File: src/rtl/sys_array_host_driver.sv
// sys_array_host_driver: host-side endpoint for the systolic array.
// Buffers A/B operand words written by the host, streams them out as beats
// of BW 32-bit words, then collects the result beats into a readable buffer
// and pulses done. Define SYS_DRV_TIMEOUT_EN to enable the RECV idle timeout.
module sys_array_host_driver #(
   parameter int M       = 2,
   parameter int N       = 2,
   parameter int K       = 2,
   parameter int BW      = 2,
   parameter int TIMEOUT = 1024,
   localparam int OPW    = M*N + K*N,
   localparam int RSW    = M*K,
   localparam int OPAW   = (OPW > 1) ? $clog2(OPW) : 1,
   localparam int RSAW   = (RSW > 1) ? $clog2(RSW) : 1,
   localparam int SW     = 32*BW
) (
   input  logic            clk,
   input  logic            rst,
   input  logic            start,
   output logic            busy,
   output logic            done,
   output logic            err,
   input  logic            op_wr_en,
   input  logic [OPAW-1:0] op_wr_addr,
   input  logic [31:0]     op_wr_dat,
   input  logic [RSAW-1:0] res_rd_addr,
   output logic [31:0]     res_rd_dat,
   output logic [SW-1:0]   out_stream,
   output logic            out_valid,
   input  logic            out_ready,
   input  logic [SW-1:0]   in_stream,
   input  logic            in_valid,
   output logic            in_ready
);

   localparam int OPB  = (OPW + BW - 1) / BW;
   localparam int RSB  = (RSW + BW - 1) / BW;
   localparam int MAXB = (OPB > RSB) ? OPB : RSB;
   localparam int BCW  = (MAXB > 1) ? $clog2(MAXB) : 1;

   // A bad configuration is caught at elaboration rather than producing odd beats.
   if (BW < 1 || BW > 8 || TIMEOUT < 1) begin : gParamCheck
      $error("sys_array_host_driver: BW must be 1..8 and TIMEOUT must be positive");
   end

   typedef enum logic [1:0] {IDLE, SEND, RECV, DONE} state_t;

   state_t          state_q, state_d;
   logic [BCW-1:0]  beatCnt_q, beatCnt_d;
   logic [SW-1:0]   outBeat_q, outBeat_d;
   logic [BCW-1:0]  packIdx;
   logic [SW-1:0]   packedBeat;
   logic [31:0]     opBuf  [OPW];
   logic [31:0]     resBuf [RSW];

`ifdef SYS_DRV_TIMEOUT_EN
   localparam int TCW = (TIMEOUT > 1) ? $clog2(TIMEOUT) : 1;
   logic [TCW-1:0]  idleCnt_q, idleCnt_d;
   logic            err_q, err_d;
   assign err = err_q;
`else
   assign err = 1'b0;
`endif

   // Gather the BW operand words of beat packIdx; lanes past the last word stay zero.
   always_comb begin
      packedBeat = '0;
      for (int w = 0; w < BW; w++) begin
         if (int'(packIdx) * BW + w < OPW) begin
            packedBeat[32*w +: 32] = opBuf[OPAW'(int'(packIdx) * BW + w)];
         end
      end
   end

   // Next-state and handshake logic; the next outgoing beat is preloaded so out_stream is always a register.
   always_comb begin
      state_d   = state_q;
      beatCnt_d = beatCnt_q;
      outBeat_d = outBeat_q;
      packIdx   = '0;
      busy      = 1'b0;
      done      = 1'b0;
      out_valid = 1'b0;
      in_ready  = 1'b0;
`ifdef SYS_DRV_TIMEOUT_EN
      idleCnt_d = idleCnt_q;
      err_d     = err_q;
`endif
      case (state_q)
         IDLE: begin
            if (start) begin
               state_d   = SEND;
               beatCnt_d = '0;
               outBeat_d = packedBeat;
`ifdef SYS_DRV_TIMEOUT_EN
               err_d     = 1'b0;
               idleCnt_d = '0;
`endif
            end
         end
         SEND: begin
            busy      = 1'b1;
            out_valid = 1'b1;
            packIdx   = beatCnt_q + BCW'(1);
            if (out_ready) begin
               if (beatCnt_q == BCW'(OPB - 1)) begin
                  state_d   = RECV;
                  beatCnt_d = '0;
                  outBeat_d = '0;
`ifdef SYS_DRV_TIMEOUT_EN
                  idleCnt_d = '0;
`endif
               end else begin
                  beatCnt_d = beatCnt_q + BCW'(1);
                  outBeat_d = packedBeat;
               end
            end
         end
         RECV: begin
            busy     = 1'b1;
            in_ready = 1'b1;
            if (in_valid) begin
`ifdef SYS_DRV_TIMEOUT_EN
               idleCnt_d = '0;
`endif
               if (beatCnt_q == BCW'(RSB - 1)) begin
                  state_d   = DONE;
                  beatCnt_d = '0;
               end else begin
                  beatCnt_d = beatCnt_q + BCW'(1);
               end
            end
`ifdef SYS_DRV_TIMEOUT_EN
            else if (idleCnt_q == TCW'(TIMEOUT - 1)) begin
               state_d   = IDLE;
               beatCnt_d = '0;
               err_d     = 1'b1;
            end else begin
               idleCnt_d = idleCnt_q + TCW'(1);
            end
`endif
         end
         DONE: begin
            done    = 1'b1;
            state_d = IDLE;
         end
         default: state_d = IDLE;
      endcase
   end

   // Control registers with synchronous reset; the buffers are deliberately left alone.
   always_ff @(posedge clk) begin
      if (rst) begin
         state_q   <= IDLE;
         beatCnt_q <= '0;
         outBeat_q <= '0;
`ifdef SYS_DRV_TIMEOUT_EN
         idleCnt_q <= '0;
         err_q     <= 1'b0;
`endif
      end else begin
         state_q   <= state_d;
         beatCnt_q <= beatCnt_d;
         outBeat_q <= outBeat_d;
`ifdef SYS_DRV_TIMEOUT_EN
         idleCnt_q <= idleCnt_d;
         err_q     <= err_d;
`endif
      end
   end

   // Host operand writes land only while idle so a transfer in flight sees a frozen buffer.
   always_ff @(posedge clk) begin
      if (op_wr_en && state_q == IDLE && int'(op_wr_addr) < OPW) begin
         opBuf[op_wr_addr] <= op_wr_dat;
      end
   end

   // Each accepted result beat scatters its lanes to beat*BW onward, dropping lanes past M*K.
   always_ff @(posedge clk) begin
      if (!rst && state_q == RECV && in_valid) begin
         for (int w = 0; w < BW; w++) begin
            if (int'(beatCnt_q) * BW + w < RSW) begin
               resBuf[RSAW'(int'(beatCnt_q) * BW + w)] <= in_stream[32*w +: 32];
            end
         end
      end
   end

   assign out_stream = outBeat_q;
   assign res_rd_dat = (int'(res_rd_addr) < RSW) ? resBuf[res_rd_addr] : 32'h0;

endmodule

File: config.mk
export PLATFORM = sky130hd
export DESIGN_NAME = sys_array_host_driver
export DESIGN_NICKNAME = d
export VERILOG_FILES = /design/src/rtl/sys_array_host_driver.sv
export SDC_FILE = /design/constraint.sdc
export NUM_CORES = 1
export LEC_CHECK = 0
export ABC_AREA = 1
export ABC_CLOCK_PERIOD_IN_PS = 4600
export CAP_MARGIN = 10
export CORE_ASPECT_RATIO = 0.7
export CORE_UTILIZATION = 40
export DETAILED_ROUTE_END_ITERATION = 6
export RECOVER_POWER = 25
export REMOVE_ABC_BUFFERS = 1
export SETUP_SLACK_MARGIN = 0.05
export SLEW_MARGIN = 25
export SYNTH_ARGS = -nofsm -noshare
export SYNTH_HDL_FRONTEND = slang
export SYNTH_SLANG_ARGS = --single-unit
File: constraint.sdc
create_clock -name clk -period 4.6 [get_ports clk]
set_clock_uncertainty 0.2 [all_clocks]
set_input_delay 0.46 -clock clk [delete_from_list [all_inputs] [get_ports clk]]
set_output_delay 0.46 -clock clk [all_outputs]
set_load 0.02 [all_outputs]
# Word-level counts from Yosys, hierarchy flattened
# Memories as Yosys holds them, arrays and structs flattened.
# Cells that the tools add are included.
[classes] div_mod_pow=0 n_bitwise=0 n_mul=0 n_addsub=3 n_mux=31 n_reduce_logical=11 eq_ne=10 shifts=0 magnitude_cmp=4
[op_table] cell="$mux W64" count=3
[op_table] cell="$pmux W64 S2" count=1
[op_table] cell="$mux W32" count=2
[op_table] cell="$lt A32 B4 Y1 const B" count=1
[op_table] cell="$lt A32 B5 Y1 const B" count=1
[op_table] cell="$mux W2" count=11
[op_table] cell="$mux W1" count=12
[op_table] cell="$ne A2 B2 Y1 const B" count=5
[op_table] cell="$add A3 B1 Y4 const B" count=2
[op_table] cell="$pmux W2 S4" count=1
[op_table] cell="$eq A2 B2 Y1 const B" count=3
[op_table] cell="$pmux W2 S3" count=1
[op_table] cell="$reduce_and A5 Y1" count=1
[op_table] cell="$eq A2 B1 Y1 const B" count=2
[op_table] cell="$lt A3 B4 Y1 const B" count=1
[op_table] cell="$reduce_and A4 Y1" count=1
[op_table] cell="$logic_and A1 B1 Y1" count=3
[op_table] cell="$lt A3 B3 Y1 const B" count=1
[op_table] cell="$reduce_and A3 Y1" count=1
[op_table] cell="$reduce_bool A3 Y1" count=1
[op_table] cell="$add A2 B1 Y2 const B" count=1
[op_table] cell="$logic_not A2 Y1" count=1
[op_table] cell="$reduce_bool A2 Y1" count=1
[op_table] cell="$reduce_or A2 Y1" count=1
[op_table] cell="$logic_not A1 Y1" count=1
[totals] n_memories=2 reg_bits=68 romBits=0 inputBits=107 mem_bits_rw=384 latchBits=0 output_inout_bits=101
[memory_table] memory="opBuf" depth=8 width=32 rd=2 rd_ports_with_merged_regs=0 wr=1 line="53" rtl="logic [31:0] opBuf [OPW];"
[memory_table] memory="resBuf" depth=4 width=32 rd=1 rd_ports_with_merged_regs=0 wr=2 line="54" rtl="logic [31:0] resBuf [RSW];"

# Depth between registers and ports, before layout
# Gate-level depths: netlist of the first run.
[logic_depth] depth_word=8 depth_mapped=13 ltp_nobuf=10

# Worst setup path before layout of the first run
# OpenSTA, ideal clock, no wires.
[synth_path] path_kind="register to register" startpoint="reg state_q[0]" endpoint="mem resBuf[0][0] (enable)" arrival_time_ns=3.598 setup_ns=0.486 required_ns=3.914 n_path_buf=0 path_slack_ns=0.316 path_stages_with_launch=5 cell_sequence="dfxtp_1 inv_1 ha_1 nand4_1 nor2_1"
[synth_lines] item="from (decl)" line="48" rtl="state_t state_q, state_d;"
[synth_lines] item="from (signal assigned)" line="162" rtl="state_q <= state_d;"
[synth_lines] item="to (decl)" line="54"

# Worst setup path after layout of the first run
[layout_path] startpoint="in res_rd_addr[1]" endpoint="out res_rd_dat[12]"
[layout_via] elab_chain_len=1
[layout_rtl] item="from (decl)" line="26" rtl="input logic [RSAW-1:0] res_rd_addr,"
[layout_rtl] item="$mem_v2 Z4 W32"
[layout_rtl] item="to (decl)" line="27" rtl="output logic [31:0] res_rd_dat,"
# Every way passes these cells.

==> results by group, run 1 <==
Clocking
  – H-tree depth: 2
  – Root Buffer: clkbuf_16
  – Post-CTS Hold Fix Bufs: 0
  – CTS tree: done
  – Clk buf depth: 3
  – CTS Sinks: roughly 450
  – Num CTS Buffers: 45
  – Resize count post-CTS: 0
  – Clock-pin slew on the worst setup and hold paths: 0.06 ns
  – Worst skew pair latency: 0.56 ns
  – Postcts setup bufs: 0

Layout
  – Multi-input logic area: 4080 um2
  – Fin util: 0.505
  – Area growth from synthesis to layout: 23.1%
  – Fin area: 22300 um2
  – Share of cells above drive strength 1: 0.0583
  – Nets: 1984
  – Sequential Area: 12900 um2
  – Filler instances: about 3900

Synthesis
  – Post-synthesis sequential area ratio: 0.712
  – Post-Synthesis Cells: 1678
  – Fraction of the mapped netlist area in adder cells: 0.00622
  – Netlist Area Pre-Place: about 18000 um2
  – Yosys cell types: 23
  – Commonest cells in the netlist: nand2_1, edfxtp_1, nor2_1, inv_1, nand3_1
  – Main flop type after synthesis: edfxtp_1
  – Yosys top cell area share: 0.637
  – Number of synthesized register bits: 452
  – Most common cell in the synthesized netlist: nand2_1
  – Synth Area in Compound Gates: 0.0475
  – Mux cell area share after synthesis: 0
  – Post-synth ARST share: 0
  – Largest family of logic cells by synthesized area: simple AND/OR/NAND/NOR gates
  – Number of synthesized flops with an enable pin: 384
  – Largest cells by area after synthesis: edfxtp_1, nand2_1, dfxtp_1, nor2_1, inv_1
  – Ys Warns: 0
  – Simple-gate portion of the synthesized area: 0.166
  – Largest area contributor in the netlist: edfxtp_1
  – Post-synthesis xor/xnor area fraction: 0
  – Syn avg cell area: about 11 um2

Pwr
  – Fraction of power consumed by sequential logic: 0.419
  – Pwr per Cell Area: ~550 nW/um2
  – Pleak: about 8.6 nW
  – Switch Pwr: 0.00390 W
  – Overall power: 0.0122 W
  – Clk pwr share: 0.306
  – Logic pwr share: 0.276
  – Cell-internal power: 0.00832 W
  – Sw Share: 0.319
  – Maximum vdd drop: 0.329 mV

Floorplanning
  – Full die area: ~46000 um2
  – Ports: between 200 and 250
  – Core area: 44200 um2
  – Rows: 64
  – Die H: 180 um
  – Starting Density: 0.410
  – Die width: 256 um

Timing
  – RSZ-0062 raised after global routing: no
  – Max Freq: ~320 MHz
  – Slew @ Worst Pin: 0.962 ns
  – # setup viols final: 0
  – Tcrit/Tclk final: 0.678
  – Crit path time final: 3.12 ns
  – Final hold vios: 0
  – Slew margin rel.: 0.359
  – Max-slew violations: 0

Job
  – Max cap viols: 0

Placement
  – Placed Area: ~21000 um2
  – Final GP Congestion: 0.811
  – Count of input and output buffers: between 200 and 250
  – Dpl hpwl: 25.0 mm

GRT
  – First-pass GRT wire length: 66.9 mm
  – Largest net degree at the start of global routing: 82
  – Initial antenna violation count: 12
  – GRT Overall Usage: 0.187
  – Vias in the first global route: 11500
  – Gr ovfl total: 0

Setup path
  – Critical Path RT: 3.94 ns
  – CP bufs+invs: 3
  – CP max FO: 26
  – CP peak stage delay: 0.65 ns
  – CP max stage cell: clkdlybuf4s50_1
  – Crit path launch type: input port
  – Critical path class: in2out
  – Flop2flop setup slack: 1.68 ns
  – CP endpoint kind: primary output
  – Most used cell, CP: clkdlybuf4s50_1
  – CP delay by family, top: buffers and inverters
  – Arr. time, crit path: 2.46 ns
  – Cells along the critical path: clkdlybuf4s50_1 -> buf_4 -> o21ai_0 -> o22ai_1 -> clkdlybuf4s50_1

Drt
  – Via density: 4.81
  – DR WL/cell: 17.4 um
  – Antenna-violating nets left: 0
  – Detailed Routing Iterations Pass 1: 5
  – # DRC: 0
  – Via count: 12100
  – Final WL: 43.6 mm
  – DRT iter0 DRCs: 916

Outcome
  – Status: complete, no violations

Worst hold path
  – Worst hold path class: in2reg
placed cells by master, fill, tap and decap left out, types with 11 or more instances in the layout:
cell type,netlist,routed
nand2_1,404,402
o22ai_1,32,32
buf_4,2,23
clkbuf_16,0,45
clkdlybuf4s50_1,0,125
nor2_4,1,11
nor2_1,212,202
dlygate4sd3_1,0,79
a21oi_1,64,64
nand3_1,130,130
o21ai_0,68,68
edfxtp_1,384,384
inv_1,209,209
dfxtp_1,68,68
power by group through the flow:
stage	Sequential (W)	Clock (W)	Combinational [W]
after floorplan	0.00554	0	0.00152
after global placement	0.00519	0	0.00338
after detailed placement	0.00520	0	0.00341
after CTS	0.00512	0.00383	0.00342
after global routing	0.00517	0.00398	0.00371
final	0.00511	0.00373	0.00337
flip-flops by register name (all words and copies together) (netlist names):
| register | flops |
|---|---|
| resBuf | 128 |
| beatCnt_q | 2 |
| out_stream | 64 |
| state_q | 2 |
| opBuf | 256 |
logic make-up after synthesis:
logic type / after synthesis
AOI/OAI and AO/OA: 164
adders and majority gates: 9
buffers and inverters: 301
DFF: 452
other: 1
and+or+nand+nor: 751
through the flow:
step | std cells | hold slack (ns) | TNS, ns | setup WS [ns]
after floorplan | 1590 | 0.297 | -13.19 | -0.206
after global placement | 2415 | 0.254 | 0 | 1.58
after detailed placement | 2415 | 0.256 | 0 | 1.52
after CTS | 2499 | 0.0644 | 0 | 1.48
after global routing | 2506 | 0.101 | 0 | 1.37
final | 2508 | 0.0730 | 0 | 1.48
cell type report:
| cell class | count | share of cell area |
|---|---|---|
| Antenna cell | 9 | 0.00101 |
| Clock buffer | 57 | 0.0534 |
| Inverter | 213 | 0.0360 |
| Tap cell | 594 | 0.0333 |
| Timing Repair Buffer | 231 | 0.102 |
| Sequential cell | 452 | 0.578 |
| Clock inverter | 27 | 0.0142 |
| Multi-Input combinational cell | 925 | 0.183 |
worst paths after layout:
path                   from        endpoint  cells after the start
min                     rst    beatCnt_q[1]                      4
max          res_rd_addr[1]  res_rd_dat[12]                      5
max reg2reg      state_q[1]   out_stream[6]                      9
min reg2reg  out_stream[32]  out_stream[32]                      2
worst register-to-register path: stages, from the launching register on:
cell and delay, ns:
dfxtp_1 0.35, inv_1 0.12, ha_2 0.56, inv_2 0.05
nand2_1 0.12, nand3_4 0.43, nor2_4 0.23, buf_4 0.43
nand2_1 0.21, a21oi_1 0.14
per-layer routing:
layer | track usage | part of all wire | vias up
met5 | 0 | 0.00092 | -
met4 | 0.0668 | 0.026 | 6
met3 | 0.0333 | 0.046 | 73
met2 | 0.299 | 0.47 | 282
met1 | 0.257 | 0.46 | 5784
li1 | - | - | 5916
No activity file was read; power rests on OpenSTA's default activity.
==> inputs of run 2 (changes only) <==
--- a/config.mk
+++ b/config.mk
@@ -6,7 +6,7 @@
 export NUM_CORES = 1
 export LEC_CHECK = 0
 export ABC_AREA = 1
-export ABC_CLOCK_PERIOD_IN_PS = 4600
+export ABC_CLOCK_PERIOD_IN_PS = 2900
 export CAP_MARGIN = 10
 export CORE_ASPECT_RATIO = 0.7
 export CORE_UTILIZATION = 40
==> constraint.sdc (replaced) <==
create_clock -name clk -period 2.9 [get_ports clk]
set_clock_uncertainty 0.2 [all_clocks]
set_input_delay 0.29 -clock clk [delete_from_list [all_inputs] [get_ports clk]]
set_output_delay 0.29 -clock clk [all_outputs]
set_load 0.02 [all_outputs]
==> results by group, run 2 (synthesis results as in run 1) <==
Outcome
  – Status: complete, no violations

Floorplanning
  – Die width: 256 um
  – Ports: ~210
  – Core area: approximately 44000 um2
  – Rows: 64
  – Die H: ~180 um
  – Full die area: 46200 um2
  – Starting Density: 0.410

Clocking
  – Clock-pin slew on the worst setup and hold paths: 0.07 ns
  – CTS tree: done
  – Worst skew pair latency: 0.56 ns
  – Num CTS Buffers: 45
  – Root Buffer: clkbuf_16
  – H-tree depth: 2
  – CTS Sinks: 452
  – Clk buf depth: 3

GRT
  – Initial antenna violation count: 7
  – Vias in the first global route: roughly 12000
  – First-pass GRT wire length: 66.5 mm
  – Gr ovfl total: 0
  – Largest net degree at the start of global routing: about 120
  – GRT Overall Usage: 0.184

Layout
  – Max reg flops: 256
  – Top reg by flops: opBuf
  – Commonest non-fill, non-tap cell in the layout: nand2_1
  – Share of cells above drive strength 1: 0.0597
  – Nets: 1992
  – Non-filler cells, final: about 2500
  – Area growth from synthesis to layout: 23.4%
  – Most frequent cells in the layout: nand2_1, edfxtp_1, inv_1, nor2_1, nand3_1
  – Fin area: between 20000 and 25000 um2

Setup path
  – Worst R2R Path Depth: 10
  – Most used cell, CP: clkdlybuf4s50_1
  – Critical path class: in2out
  – CP max FO: 32
  – CP delay by family, top: buffers and inverters
  – R2R Path Start: beatCnt_q[0]
  – CP endpoint kind: primary output
  – Cells along the critical path: clkdlybuf4s50_1 -> buf_4 -> o21ai_0 -> o22ai_1 -> clkdlybuf4s50_1
  – Critical Path RT: 2.41 ns
  – CP bufs+invs: 3
  – Worst flop-to-flop path endpoint: out_stream[38]
  – CP max stage cell: clkdlybuf4s50_1
  – Arr. time, crit path: 2.14 ns
  – Flop2flop setup slack: 0.50 ns
  – CP peak stage delay: about 0.65 ns
  – Crit path launch type: input port

Placement
  – Placed Area: 21000 um2
  – Placed insts: around 2400
  – Dpl hpwl: between 20 and 30 mm
  – Final GP Congestion: about 0.79
  – Count of input and output buffers: 206

Pwr
  – Sw Share: 0.322
  – Maximum vdd drop: 0.589 mV
  – Switch Pwr: roughly 0.006 W
  – Clk pwr share: 0.292
  – Pleak: 8.67 nW
  – Overall power: 0.0190 W
  – Fraction of power consumed by sequential logic: 0.426
  – Pwr per Cell Area: about 850 nW/um2
  – Logic pwr share: 0.282
  – Cell-internal power: 0.0129 W

Drt
  – Antenna-violating nets left: 0
  – # DRC: 0
  – Via density: 4.81
  – Final WL: between 40 and 50 mm
  – DR WL/cell: 17.0 um
  – Detailed Routing Iterations Pass 1: 4
  – Via count: 12100
  – DRT iter0 DRCs: 866

Worst hold path
  – Worst hold path class: in2reg
  – Hold EP: resBuf[0][8]
  – Hold Path Stages: 1
  – Hold path startpoint: in_stream[8]

Timing
  – Slew margin rel.: 0.500
  – Max Freq: 380 MHz
  – TNS Setup: 0 ns
  – Final hold vios: 0
  – Crit path time final: 2.63 ns
  – Slew @ Worst Pin: 0.751 ns
  – Worst Hold Slack: 0.187 ns
  – Tcrit/Tclk final: 0.906
  – # setup viols final: 0
  – Max-slew violations: 0
  – RSZ-0062 raised after global routing: no

Job
  – Max cap viols: 0
-- run 2: what timing repair did --
action,CTS,global route
hold buffers,1,0
endpoints found under the hold margin,2,0
resized for setup,0,0
setup buffers,0,0
-- run 2: power groups by stage --
stage                     combinational, W  sequential [W]  clock [W]
final                              0.00537         0.00810    0.00556
after global routing               0.00592         0.00819    0.00595
after CTS                          0.00547         0.00811    0.00570
after detailed placement           0.00545         0.00824          0
after global placement             0.00540         0.00822          0
after floorplan                    0.00241         0.00879          0
-- run 2: stage by stage --
stage               worst slack (ns)  utilization
finish                         0.271        0.506
global route                   0.146        0.506
CTS                            0.251        0.505
detailed placement             0.297        0.474
global placement               0.254        0.474
floorplan                      -1.91            -
-- run 2: worst max-delay path by stage --
stage	startpoint	slack [ns]	cells after the start	end
after floorplan	state_q[1]	-1.91	8	out_stream[0]
after global placement	res_rd_addr[1]	0.25	5	res_rd_dat[26]
after detailed placement	res_rd_addr[1]	0.30	5	res_rd_dat[26]
after CTS	state_q[0]	0.25	3	busy
after global routing	res_rd_addr[1]	0.15	5	res_rd_dat[15]
final	res_rd_addr[1]	0.27	5	res_rd_dat[15]
-- run 2: metal layers --
metal  up-vias  part of all wire  GRT usage
met2       267              0.47      0.296
met4         2             0.020     0.0565
li1       5924                 -          -
met3        64             0.049     0.0316
met5         -           0.00040          0
met1      5808              0.46      0.254
-- run 2: layout make-up --
type                       instances  area [um2]
multi-input combinational        925        4080
clock buffer                      62        1220
timing repair buffer             239        2450
clock inverter                    18         155
tap                              594         743
sequential                       452       12900
antenna                            5        12.5
inverter                         213         802
fill                            3888       21800
-- run 2: worst register-to-register path, cell delays in order (launching register included) --
cell     delay (ns)
dfxtp_1        0.48
inv_4          0.15
ha_1           0.33
inv_1          0.07
nand2_4        0.07
buf_4          0.47
nor2_1         0.12
nand2_1        0.09
nand2_1        0.06
nand2_1        0.13
a21oi_1        0.08
